--- src/rtl/reg_xfer_ctrl.sv ---
// Register-transfer controller: moves an immediate, IN_PORT or register A/B value (optionally
// plus an immediate) into A and/or B. Define REG_XFER_CARRY_EN to enable the add path and CARRY.
module reg_xfer_ctrl (
   input  logic       CLK,
   input  logic       RST,
   input  logic       CMD_VALID,
   output logic       CMD_READY,
   input  logic [1:0] CMD_SRC,
   input  logic [1:0] CMD_DST,
   input  logic       CMD_ADD,
   input  logic [3:0] CMD_IMM,
   input  logic [3:0] IN_PORT,
   input  logic [3:0] A_LOADDATA,
   input  logic [3:0] B_LOADDATA,
   output logic       nA_OUT,
   output logic       nB_OUT,
   output logic       nA_ST,
   output logic       nB_ST,
   output logic [3:0] STOREDATA,
   output logic       CARRY,
   output logic       DONE
);

`ifdef REG_XFER_CARRY_EN
   localparam bit CarryEn = 1'b1;
`else
   localparam bit CarryEn = 1'b0;
`endif

   localparam logic [1:0] SrcImm = 2'b00;
   localparam logic [1:0] SrcA   = 2'b01;
   localparam logic [1:0] SrcB   = 2'b10;
   localparam logic [1:0] SrcIn  = 2'b11;

   typedef enum logic [2:0] {
      StIdle,
      StRead,
      StCalc,
      StWrite,
      StFin
   } state_e;

   state_e     state_q;
   logic [1:0] src_q;
   logic [1:0] dst_q;
   logic       add_q;
   logic [3:0] imm_q;
   logic [3:0] opnd_q;
   logic       na_out_q;
   logic       nb_out_q;
   logic       na_st_q;
   logic       nb_st_q;
   logic [3:0] storedata_q;
   logic       carry_q;
   logic       done_q;

   logic       add_applied;
   logic [4:0] sum;

   // An immediate source is the value itself; the add flag only applies to the other sources.
   assign add_applied = CarryEn && add_q && (src_q != SrcImm);
   assign sum         = {1'b0, opnd_q} + {1'b0, (add_applied ? imm_q : 4'h0)};

   always_ff @(posedge CLK or negedge RST) begin
      if (!RST) begin
         state_q     <= StIdle;
         src_q       <= SrcImm;
         dst_q       <= 2'b00;
         add_q       <= 1'b0;
         imm_q       <= 4'h0;
         opnd_q      <= 4'h0;
         na_out_q    <= 1'b1;
         nb_out_q    <= 1'b1;
         na_st_q     <= 1'b1;
         nb_st_q     <= 1'b1;
         storedata_q <= 4'h0;
         carry_q     <= 1'b0;
         done_q      <= 1'b0;
      end else begin
         // Strobes and DONE are single-cycle pulses; they default inactive every edge.
         na_out_q <= 1'b1;
         nb_out_q <= 1'b1;
         na_st_q  <= 1'b1;
         nb_st_q  <= 1'b1;
         done_q   <= 1'b0;
         unique case (state_q)
            StIdle: begin
               if (CMD_VALID) begin
                  src_q  <= CMD_SRC;
                  dst_q  <= CMD_DST;
                  add_q  <= CMD_ADD;
                  imm_q  <= CMD_IMM;
                  opnd_q <= (CMD_SRC == SrcIn) ? IN_PORT : CMD_IMM;
                  if ((CMD_SRC == SrcA) || (CMD_SRC == SrcB)) begin
                     state_q  <= StRead;
                     na_out_q <= (CMD_SRC != SrcA);
                     nb_out_q <= (CMD_SRC != SrcB);
                  end else begin
                     state_q <= StCalc;
                  end
               end
            end
            StRead: begin
               opnd_q  <= (src_q == SrcA) ? A_LOADDATA : B_LOADDATA;
               state_q <= StCalc;
            end
            StCalc: begin
               carry_q <= add_applied & sum[4];
               if (dst_q != 2'b00) begin
                  state_q     <= StWrite;
                  storedata_q <= sum[3:0];
                  na_st_q     <= ~dst_q[0];
                  nb_st_q     <= ~dst_q[1];
               end else begin
                  state_q <= StFin;
                  done_q  <= 1'b1;
               end
            end
            StWrite: begin
               state_q <= StFin;
               done_q  <= 1'b1;
            end
            StFin: begin
               state_q <= StIdle;
            end
            default: begin
               state_q <= StIdle;
            end
         endcase
      end
   end

   assign CMD_READY = (state_q == StIdle);
   assign nA_OUT    = na_out_q;
   assign nB_OUT    = nb_out_q;
   assign nA_ST     = na_st_q;
   assign nB_ST     = nb_st_q;
   assign STOREDATA = storedata_q;
   assign CARRY     = carry_q;
   assign DONE      = done_q;

endmodule

--- config.mk ---
export PLATFORM = sky130hd
export DESIGN_NAME = reg_xfer_ctrl
export DESIGN_NICKNAME = d
export VERILOG_FILES = /design/src/rtl/reg_xfer_ctrl.sv
export SDC_FILE = /design/constraint.sdc
export NUM_CORES = 1
export LEC_CHECK = 0
export ABC_AREA = 1
export BUFFER_PORTS_ARGS = -buffer_cell sky130_fd_sc_hd__buf_4
export CORE_MARGIN = 2
export CORE_UTILIZATION = 52
export DETAILED_ROUTE_END_ITERATION = 10
export HOLD_SLACK_MARGIN = 0.03
export MAX_ROUTING_LAYER = met4
export PLACE_DENSITY = 0.82
export SLEW_MARGIN = 20
export SYNTH_ARGS = -nofsm -noshare
export SYNTH_HDL_FRONTEND = slang
export SYNTH_SLANG_ARGS = --single-unit
--- constraint.sdc ---
create_clock -name CLK -period 1.9 [get_ports CLK]
set_input_delay 0.19 -clock CLK [delete_from_list [all_inputs] [get_ports CLK]]
set_output_delay 0.19 -clock CLK [all_outputs]
set_load 0.05 [all_outputs]
==> results.py <==
metrics = {
    "floorplan": {
        "fp-row-count": 16,
        "die_w_um": 48.4,
        "die-area_um2": 2340,
        "io_pins": 35,
        "fp.dieH_um": 48.4,
        "core_um2": 1900,
        "start_util_pct": 53.9,
    },
    "setup_path": {
        "crit_slowest_cell": "dfrtp_1",
        "slowest_delay_ns": 0.47,
        "path_max_fanout": 5,
        "crit_arrival_ns": 1.31,
        "path_buf_inv": 2,
        "rr_startpoint": "state_q[1]$_DFFE_PN0P_",
        "regToRegSetupSlack_ns": 0.73,
        "crit_type": "reg -> out",
        "crit_path_start": "state_q[2]$_DFFE_PN0P_",
        "startpoint_type": "flop",
        "reg2reg_depth": 7,
        "crit_end": "CMD_READY",
        "crit_family": "flip-flops",
        "crit_path_end_kind": "output port",
        "crit_required_ns": 1.71,
        "worst-path-stages": 4,
        "rr_endpoint": "opnd_q[2]$_DFFE_PN0P_",
        "cp_cell_sequence": "nor2_4 -> nand2_2 -> inv_2 -> buf_4",
    },
    "power": {
        "power_frac_clock_pct": 10.1,
        "p_total_uw": 1980,
        "netSwitchingPower_uw": 958,
        "vdd_drop_max_mv": 0.649,
        "power_frac_comb_pct": 52.5,
        "internal-power_uw": 1020,
        "cellPowerDensity_nw_per_um2": 1490,
        "p_seq_share_pct": 37.4,
        "p_leak_uw": 0.000761,
        "swShare_pct": 48.5,
    },
    "finish": {
        "nNetsFinal": 198,
        "syn_to_final_growth_pct": 29.5,
        "layout_commonest_cell": "nand2_1",
        "design_area_um2": 1330,
        "final_cell_mix": "nand2_1, buf_4, inv_1",
        "diodes": 0,
        "drive_gt1_share_pct": 30.0,
        "layout.cells.non_filler": 197,
    },
    "yosys": {
        "avgSynthCellArea_um2": 7.65,
        "synth_seq_cells": 20,
        "synthesis.area_um2": 1020,
        "synth_warnings": 0,
        "synthCells": 134,
        "synthesis.nets": 161,
        "yosysUniqueCellTypes": 19,
        "ys_seq_area_share_pct": 49.3,
    },
    "route": {
        "vias": 908,
        "wl_per_cell_um": 10.1,
        "viasPerCell": 4.61,
        "remaining_drc_errors": 0,
        "ant_nets": 0,
        "drtPass1Iterations": 4,
        "drt_iter0_markers": 11,
        "wl_um": 1990,
    },
    "sta": {
        "period_minus_slack_ns": 1.50,
        "timing.fmax_ghz": 0.667,
        "skew_ns": 0.00759,
        "finalMaxSlewViolations": 0,
        "rsz0062_at_grt": "no",
        "period_share_pct": 79.0,
        "finalHoldViolations": 0,
        "tns_ns": 0,
        "setup_ws_ns": 0.400,
        "setup_viol": 0,
    },
    "hold_path": {
        "hold_class": "in -> reg",
        "worstHoldPathCells": 3,
    },
    "clocking": {
        "hold_buffers": 1,
        "clkTransAtPathRegs_ns": 0.10,
        "tritoncts": "done",
        "post_cts_buffers": 0,
        "clock_path_buffers": 2,
        "cts.sinks": 20,
        "clock_latency_ns": 0.30,
        "numCtsBuffers": 3,
        "htreeDepth": 1,
        "root_buffer": "clkbuf_4",
        "cts_resized": 0,
    },
    "global_route": {
        "grt_pass1_wl_um": 3590,
        "grt_max_degree": 21,
        "met2_usage_pct": 32.6,
        "gr-total-overflow": 0,
        "antenna_found_initial": 0,
        "met1_usage_pct": 24.3,
        "grt_pass1_vias": 905,
        "grt_usage_pct": 19.9,
        "grt-busiest-layer": "met2",
        "gr-usage-met3_pct": 1.54,
    },
    "placement": {
        "hpwl_um": 1590,
        "port_buffers": 32,
        "post-place-ws_ns": 0.730,
        "place_congestion": 0.814,
        "dp.cells": 192,
        "place_area_um2": 1290,
    },
    "outcome": {
        "status": "finished clean",
    },
    "flow_run": {
        "maxCapViolCount": 0,
    },
}
-- per-stage QoR --
step                      hold slack (ns)  util, %
final                              0.0866     69.8
after CTS                          0.0745     69.8
after floorplan                    -0.106        -
after global routing                0.105     69.8
after global placement             0.0745     67.9
after detailed placement           0.0775     67.9
-- layout make-up --
cell class,instances,area [µm²]
Clock buffer,4,26.3
Sequential cell,20,505
Tap cell,27,33.8
Inverter,22,82.6
Multi-Input combinational cell,91,429
Fill cell,158,574
Timing Repair Buffer,33,250
-- logic make-up (layout without fill, tap and decap cells) --
family | after synthesis | in the layout | share of synthesized area [%]
adders and majority gates | 3 | 3 | 3.66
other | 1 | 1 | 0.366
DFF | 20 | 20 | 49.3
AOI/OAI and AO/OA | 9 | 9 | 5.13
and+or+nand+nor | 78 | 78 | 32.7
buffers and inverters | 23 | 59 | 8.79
-- worst min-delay path by stage --
stage	from	to	slack [ns]
after global placement	RST	dst_q[1]$_DFFE_PN0P_	0.07
after floorplan	RST	DONE$_DFF_PN0_	-0.11
final	CMD_DST[1]	dst_q[1]$_DFFE_PN0P_	0.09
after CTS	CMD_DST[1]	dst_q[1]$_DFFE_PN0P_	0.07
after global routing	CMD_DST[1]	dst_q[1]$_DFFE_PN0P_	0.10
after detailed placement	RST	dst_q[1]$_DFFE_PN0P_	0.08
-- worst min-delay path: cells and delay by family --
family                 cells  cell delay (ns)
buffers and inverters      1             0.08
AND/OR/NAND/NOR            2             0.08
-- state kept, by name, summed over array words and instances, names as in the netlist --
name       count
DONE           1
STOREDATA      4
dst_q          2
nA_OUT         1
nA_ST          1
nB_OUT         1
nB_ST          1
opnd_q         4
src_q          2
state_q        3
-- metal layers --
| layer | vias up | share of wire (%) |
|---|---|---|
| li1 | 471 | - |
| met1 | 396 | 44 |
| met2 | 35 | 48 |
| met3 | 6 | 5.5 |
| met4 | 0 | 2.3 |
| met5 | - | 0 |
-- Yosys cell counts --
cell / n / area [µm²]
nor3_1: 2 / 10.0
nand2_1: 55 / 206
conb_1: 1 / 3.75
o21ai_0: 5 / 25.0
a21oi_2: 1 / 8.76
buf_4: 1 / 7.51
dfstp_2: 4 / 105
nor2_2: 1 / 6.26
nand3_1: 8 / 40.0
nor2_4: 2 / 22.5
dfrtp_1: 16 / 400
nand2_2: 2 / 12.5
nor2_1: 7 / 26.3
ha_1: 3 / 37.5
o21ai_2: 1 / 8.76
inv_2: 4 / 15.0
o21ai_1: 2 / 10.0
inv_1: 18 / 67.6
nand2_4: 1 / 11.3
-- power by group through the flow --
stage                     Clock (µW)  Combinational [µW]  Sequential, µW
after floorplan                    0                 563             935
after global placement             0                1010             733
after detailed placement           0                1040             745
after CTS                        208                1040             738
after global routing             226                1150             762
final                            200                1040             739
No activity file was read; power rests on OpenSTA's default activity.
